==> src/rtl/eif_pkg.sv <==
`default_nettype none
// ============================================================================
// Module      : eif_pkg
// Description : Shared types and default constants for the EIF neuron scheduler.
// Revision    : 1.0 - initial release
// ============================================================================
package eif_pkg;

    localparam int c_DATA_W        = 8;
    localparam int c_THRESH_INIT   = 200;
    localparam int c_THRESH_DEC    = 10;
    localparam int c_THRESH_INC    = 1;
    localparam int c_THRESH_MIN    = 16;

    typedef enum logic [1:0] {
        ST_IDLE   = 2'd0,
        ST_UPDATE = 2'd1,
        ST_EMIT   = 2'd2,
        ST_DONE   = 2'd3
    } eif_state_t;

endpackage
`default_nettype wire

==> src/rtl/eif_update.sv <==
`default_nettype none
// ============================================================================
// Module      : eif_update
// Description : Combinational single-neuron EIF update (spike, state, threshold).
// Revision    : 1.0 - initial release
// ============================================================================
module eif_update
    import eif_pkg::*;
#(
    parameter int THRESH_DEC = c_THRESH_DEC,
    parameter int THRESH_INC = c_THRESH_INC,
    parameter int THRESH_MIN = c_THRESH_MIN
) (
    input  logic [c_DATA_W-1:0] i_state,
    input  logic [c_DATA_W-1:0] i_threshold,
    input  logic                i_hist,
    input  logic [c_DATA_W-1:0] i_current,
    output logic                o_spike,
    output logic [c_DATA_W-1:0] o_state_nxt,
    output logic [c_DATA_W-1:0] o_threshold_nxt,
    output logic                o_hist_nxt
);

    logic        [8:0] w_sum;
    logic signed [9:0] w_thr_dec;
    logic        [8:0] w_thr_inc;

    assign w_sum     = {1'b0, i_state} + {1'b0, i_current};
    assign w_thr_dec = $signed({2'b00, i_threshold}) - $signed(10'(THRESH_DEC));
    assign w_thr_inc = {1'b0, i_threshold} + 9'(THRESH_INC);

    assign o_spike     = (i_state >= i_threshold);
    assign o_state_nxt = o_spike ? '0 : (w_sum[8] ? 8'hFF : w_sum[7:0]);
    assign o_hist_nxt  = o_spike;

    // Wide intermediates keep both the decrement floor and increment ceiling free of wrap
    always_comb begin
        o_threshold_nxt = i_threshold;
        if (i_hist) begin
            if (w_thr_dec < $signed(10'(THRESH_MIN)))
                o_threshold_nxt = 8'(THRESH_MIN);
            else
                o_threshold_nxt = w_thr_dec[7:0];
        end else begin
            o_threshold_nxt = w_thr_inc[8] ? 8'hFF : w_thr_inc[7:0];
        end
    end

endmodule
`default_nettype wire

==> src/rtl/eif_neuron_scheduler.sv <==
`default_nettype none
// ============================================================================
// Module      : eif_neuron_scheduler
// Description : Time-multiplexes one EIF datapath across NUM_NEURONS neurons and
//               streams spike events in ascending index order.
// Revision    : 1.0 - initial release
// ============================================================================
module eif_neuron_scheduler
    import eif_pkg::*;
#(
    parameter int NUM_NEURONS = 4,
    parameter int THRESH_INIT = c_THRESH_INIT,
    parameter int THRESH_DEC  = c_THRESH_DEC,
    parameter int THRESH_INC  = c_THRESH_INC,
    parameter int THRESH_MIN  = c_THRESH_MIN,
    localparam int AW         = $clog2(NUM_NEURONS)
) (
    input  logic                clk,
    input  logic                rst,
    input  logic                start,
    input  logic                cur_we,
    input  logic [AW-1:0]       cur_addr,
    input  logic [c_DATA_W-1:0] cur_data,
    output logic                spike_valid,
    output logic [AW-1:0]       spike_id,
    input  logic                spike_ready,
    output logic                busy,
    output logic                done,
    input  logic [AW-1:0]       mon_addr,
    output logic [c_DATA_W-1:0] mon_state,
    output logic [c_DATA_W-1:0] mon_threshold
);

    localparam logic [AW-1:0]       c_LAST_IDX = AW'(NUM_NEURONS - 1);
    localparam logic [c_DATA_W-1:0] c_THR_INIT = c_DATA_W'(THRESH_INIT);

    eif_state_t          r_fsm;
    eif_state_t          w_fsm_nxt;
    logic [AW-1:0]       r_idx;
    logic [AW-1:0]       w_idx_nxt;
    logic                w_writeback;

    logic [c_DATA_W-1:0] r_state  [NUM_NEURONS];
    logic [c_DATA_W-1:0] r_thresh [NUM_NEURONS];
    logic                r_hist   [NUM_NEURONS];
    logic [c_DATA_W-1:0] r_cur    [NUM_NEURONS];

    logic [c_DATA_W-1:0] r_mon_state;
    logic [c_DATA_W-1:0] r_mon_thresh;

    logic                w_spike;
    logic [c_DATA_W-1:0] w_state_nxt;
    logic [c_DATA_W-1:0] w_thresh_nxt;
    logic                w_hist_nxt;

    eif_update #(
        .THRESH_DEC (THRESH_DEC),
        .THRESH_INC (THRESH_INC),
        .THRESH_MIN (THRESH_MIN)
    ) u_update (
        .i_state         (r_state[r_idx]),
        .i_threshold     (r_thresh[r_idx]),
        .i_hist          (r_hist[r_idx]),
        .i_current       (r_cur[r_idx]),
        .o_spike         (w_spike),
        .o_state_nxt     (w_state_nxt),
        .o_threshold_nxt (w_thresh_nxt),
        .o_hist_nxt      (w_hist_nxt)
    );

    always_ff @(posedge clk) begin
        if (rst) begin
            r_fsm <= ST_IDLE;
            r_idx <= '0;
        end else begin
            r_fsm <= w_fsm_nxt;
            r_idx <= w_idx_nxt;
        end
    end

    always_comb begin
        w_fsm_nxt   = r_fsm;
        w_idx_nxt   = r_idx;
        w_writeback = 1'b0;
        case (r_fsm)
            ST_IDLE: begin
                if (start) begin
                    w_fsm_nxt = ST_UPDATE;
                    w_idx_nxt = '0;
                end
            end
            ST_UPDATE: begin
                w_writeback = 1'b1;
                if (w_spike)
                    w_fsm_nxt = ST_EMIT;
                else if (r_idx == c_LAST_IDX)
                    w_fsm_nxt = ST_DONE;
                else
                    w_idx_nxt = r_idx + AW'(1);
            end
            ST_EMIT: begin
                if (spike_ready) begin
                    if (r_idx == c_LAST_IDX) begin
                        w_fsm_nxt = ST_DONE;
                    end else begin
                        w_fsm_nxt = ST_UPDATE;
                        w_idx_nxt = r_idx + AW'(1);
                    end
                end
            end
            ST_DONE: begin
                w_fsm_nxt = ST_IDLE;
            end
            default: begin
                w_fsm_nxt = ST_IDLE;
            end
        endcase
    end

    // Current writes land at the same edge as write-back, so the update sees the old value
    always_ff @(posedge clk) begin
        if (rst) begin
            for (int i = 0; i < NUM_NEURONS; i++) begin
                r_state[i]  <= '0;
                r_thresh[i] <= c_THR_INIT;
                r_hist[i]   <= 1'b0;
                r_cur[i]    <= '0;
            end
            r_mon_state  <= '0;
            r_mon_thresh <= c_THR_INIT;
        end else begin
            if (w_writeback) begin
                r_state[r_idx]  <= w_state_nxt;
                r_thresh[r_idx] <= w_thresh_nxt;
                r_hist[r_idx]   <= w_hist_nxt;
            end
            if (cur_we)
                r_cur[cur_addr] <= cur_data;
            r_mon_state  <= r_state[mon_addr];
            r_mon_thresh <= r_thresh[mon_addr];
        end
    end

    // idx is frozen while in EMIT, so the event id is stable under back-pressure
    assign spike_valid   = (r_fsm == ST_EMIT);
    assign spike_id      = r_idx;
    assign busy          = (r_fsm != ST_IDLE);
    assign done          = (r_fsm == ST_DONE);
    assign mon_state     = r_mon_state;
    assign mon_threshold = r_mon_thresh;

endmodule
`default_nettype wire

==> config.mk <==
export PLATFORM = sky130hd
export DESIGN_NAME = eif_neuron_scheduler
export DESIGN_NICKNAME = d
export VERILOG_FILES = /design/src/rtl/eif_pkg.sv /design/src/rtl/eif_update.sv /design/src/rtl/eif_neuron_scheduler.sv
export SDC_FILE = /design/constraint.sdc
export NUM_CORES = 1
export LEC_CHECK = 0
export CORE_UTILIZATION = 42
export DETAILED_ROUTE_END_ITERATION = 8
export PLACE_DENSITY_LB_ADDON = 0.2
export SLEW_MARGIN = 20
export SYNTH_ARGS = -nofsm -noshare
export SYNTH_HDL_FRONTEND = slang
export SYNTH_SLANG_ARGS = --single-unit
==> constraint.sdc <==
create_clock -name clk -period 4.5 [get_ports clk]
set_clock_uncertainty 0.1 [all_clocks]
set_input_delay 0.45 -clock clk [delete_from_list [all_inputs] [get_ports clk]]
set_output_delay 0.45 -clock clk [all_outputs]
set_load 0.005 [all_outputs]
==> results.md <==
- GR Util All Layers: 20.3%
- Starting Density: 43.4%
- Final hold slack: 0.542 ns
- Post-route DRC: 4
- First-pass GRT wire length: 23,600 microns
- Setup TNS: 0 ns
- Setup Fix Bufs, Post-CTS: 0
- Worst path required time: 4.65 ns
- Die area: 15,700 sq um
- Nets: 584
- Max Cap Viol: 0
- Vias in the first global route: roughly 4.3k
- Layout cells sized above 1: 18.0%
- P_leak: 2.73 nW
- Worst Min Path Start: spike_id[0]$_SDFFE_PP0P_
- Max-slew violations: 0
- Max Root-Sink Buffers: 2
- CP Max Fanout: 13
- Yosys reg bits: 122
- Root buf cell: clkbuf_16
- Failing checks: design-rule violations
- HPWL Detailed: 10,200 microns
- Synth Warn #: 0
- Filler cells: around 1.3k
- Delay-heaviest family, CP: multiplexers
- Initial antenna violation count: 0
- # IOs: 38
- Area grow syn2layout: 19.5%
- DRT Wirelength: 14,700 microns
- CP most frequent cell: a21oi_1
- Die Y: 125 microns
- Startpoint types: flop
- Post-CTS resize count: 0
- Clk slew on worst S/H paths: 0.05 ns
- Routed Antenna Nets: 0
- Number of CTS-inserted buffers: 17
- Worst reg2reg endpoint: r_state[0][6]$_SDFFCE_PN0P_
- R2R Setup Slk: 1.06 ns
- Post-Syn Nets: between 500 and 600
- CTS tree: built
- Number of synthesized flops with an enable pin: 100
- Critical Path End Type: flop
- R2R depth: 9
- Outcome: finished, violations left
- Syn Area/Cell: 12.9 sq um
- Slew headroom: 34.3%
- RSZ-0062 raised after global routing: no
- Synth cell types: 55
- N_diodes: 0
- Crit-path cells: mux4_2 > ha_1 > fa_1 > a21o_1 > a21oi_1 > o21bai_1 > a21oi_1 > mux2i_1 > nor3b_1
- Setup Crit Path Kind: reg2reg
- Finished Layout Cells: 739
- Die X: 125 microns
- Clock latency on the worst-skew pair: 0.42 ns
- Vias: 4,234
- Final period util: between 70% and 80%
- PortBufs: 37
- Syn Inst Count: about 500
- Fmax: 290 MHz
- Worst Path Arrival: 3.59 ns
- Avg WL per Cell: 19.9 microns
- Core area: 14,700 sq um
- Post-synth design cell area: 6380 sq um
- Fin. Hold Viols: 0
- Slowest CP cell: dfxtp_2
- CP max stage delay: 0.63 ns
- Crit path time final: around 3.4 ns
- 1st-pass router iterations: 7
- Inst Count DP: 707
- Max H-tree Level: 4
- DR iter-0 viols: 267
- Buffers and inverters on the worst path: 0
- Worst min path class: reg2reg
- Peak supply drop: 0.271 mV
- Largest net degree at the start of global routing: 25
- CTS hold repair buffers: 0
- Post-synth ARST share: 0%
- Final weighted congestion in routability-driven placement: 0.873
- Number of core rows: 44
- Cell Pwr Density: a little under 600 nW/um^2
- Seq/Total Area, Yosys: between 50 and 60%
- Worst slew pin tran: 0.982 ns
- Gr ovfl total: 0
- Dominant synthesized flop cell: edfxtp_1
- Avg Vias per Cell: 5.73
- Hold Path Depth: 2
- Clock Sinks: 122
- Setup Viol. Count Final: 0
- Total Power: 4.44 mW
## registers in the layout, indices dropped and copies added (netlist names), named ones only
signal	count
r_fsm	2
r_thresh	32
r_state	32
mon_state	8
r_hist	4
spike_id	2
mon_threshold	8
r_cur	32
## tightest hold or removal path, delay by kind of cell, from the launching register on
family / cells / cell delay, ns
DFF: 1 / 0.41
and+or+nand+nor: 1 / 0.10
muxes: 1 / 0.08
## Yosys cell counts, drive strengths merged (6+ instances only)
library cell / n / area share (%)
nand3: 6 / 0.47
xnor2: 6 / 0.82
dfxtp: 22 / 6.9
edfxtp: 100 / 47
and2: 45 / 4.4
nor3: 20 / 1.6
clkbuf: 19 / 1.1
nor2: 54 / 3.2
or2: 8 / 0.78
buf: 7 / 0.61
nand2: 27 / 1.6
mux4: 41 / 14
o21ai: 9 / 0.71
ha: 24 / 4.7
a21oi: 20 / 1.6
inv: 20 / 1.2
## worst max-delay path by stage
stage                     from                          end  slack [ns]  cells past startpoint
after floorplan           flop  r_state[0][6]$_SDFFCE_PN0P_        1.10                     11
after global placement    flop  r_state[0][6]$_SDFFCE_PN0P_        1.13                      9
after detailed placement  flop  r_state[0][6]$_SDFFCE_PN0P_        1.03                      9
after CTS                 flop  r_state[0][6]$_SDFFCE_PN0P_        0.99                      9
after global routing      flop  r_state[2][6]$_SDFFCE_PN0P_        0.77                      9
final                     flop  r_state[0][6]$_SDFFCE_PN0P_        1.06                      9
## stage by stage
step                area [sq um]  worst slack (ns)  utilization (%)
finish                      7620              1.06             51.9
global route                7620             0.770             51.9
CTS                         7620             0.994             51.9
detailed placement          6990              1.03             47.6
global placement            6990              1.13             47.6
floorplan                   6380              1.10                -
## routing by layer
layer  vias up  track usage [%]  part of all wire, %
met5         -                0                    0
met4         0             6.89                 0.86
met3        11             5.39                  5.8
met2       161             32.7                   49
met1      2097             26.6                   44
li1       1965                -                    -
## final cells by class
| class | count | area, sq um | share of cell area (%) |
|---|---|---|---|
| clock buffers | 19 | 433 | 5.68 |
| clock inverters | 13 | 200 | 2.63 |
| inverters | 20 | 75.1 | 0.985 |
| multi-input cells | 328 | 2750 | 36.1 |
| flip-flops and latches | 122 | 3440 | 45.2 |
| well taps | 184 | 230 | 3.02 |
| repair buffers | 53 | 490 | 6.43 |
## power breakdown
part	internal [mW]	switching (mW)	leakage [nW]
logic	0.633	0.885	1.28
registers	1.36	0.0968	1.15
clock network	0.976	0.491	0.292
total	2.97	1.47	2.73
## placed cells by master, fill, tap and decap left out, drive strengths merged, types with 6 or more instances in the layout
cell / n
nor3: 20
or2: 8
edfxtp: 100
mux4: 41
nor2: 54
nand2: 27
and2: 45
clkbuf: 19
clkdlybuf4s50: 37
nand3: 6
a21oi: 20
xnor2: 6
ha: 24
inv: 20
o21ai: 9
buf: 16
dfxtp: 22
## logic make-up (layout without fill, tap and decap cells)
| family | after synthesis | count (layout) | synth area share (%) |
|---|---|---|---|
| flops | 122 | 122 | 54.0 |
| simple gates | 184 | 184 | 14.7 |
| fa+ha+maj | 25 | 25 | 5.02 |
| buf+inv | 46 | 105 | 2.90 |
| xor+xnor | 8 | 8 | 1.10 |
| compound gates | 67 | 67 | 7.37 |
| mux | 44 | 44 | 15.0 |
No activity file was read; power rests on OpenSTA's default activity.
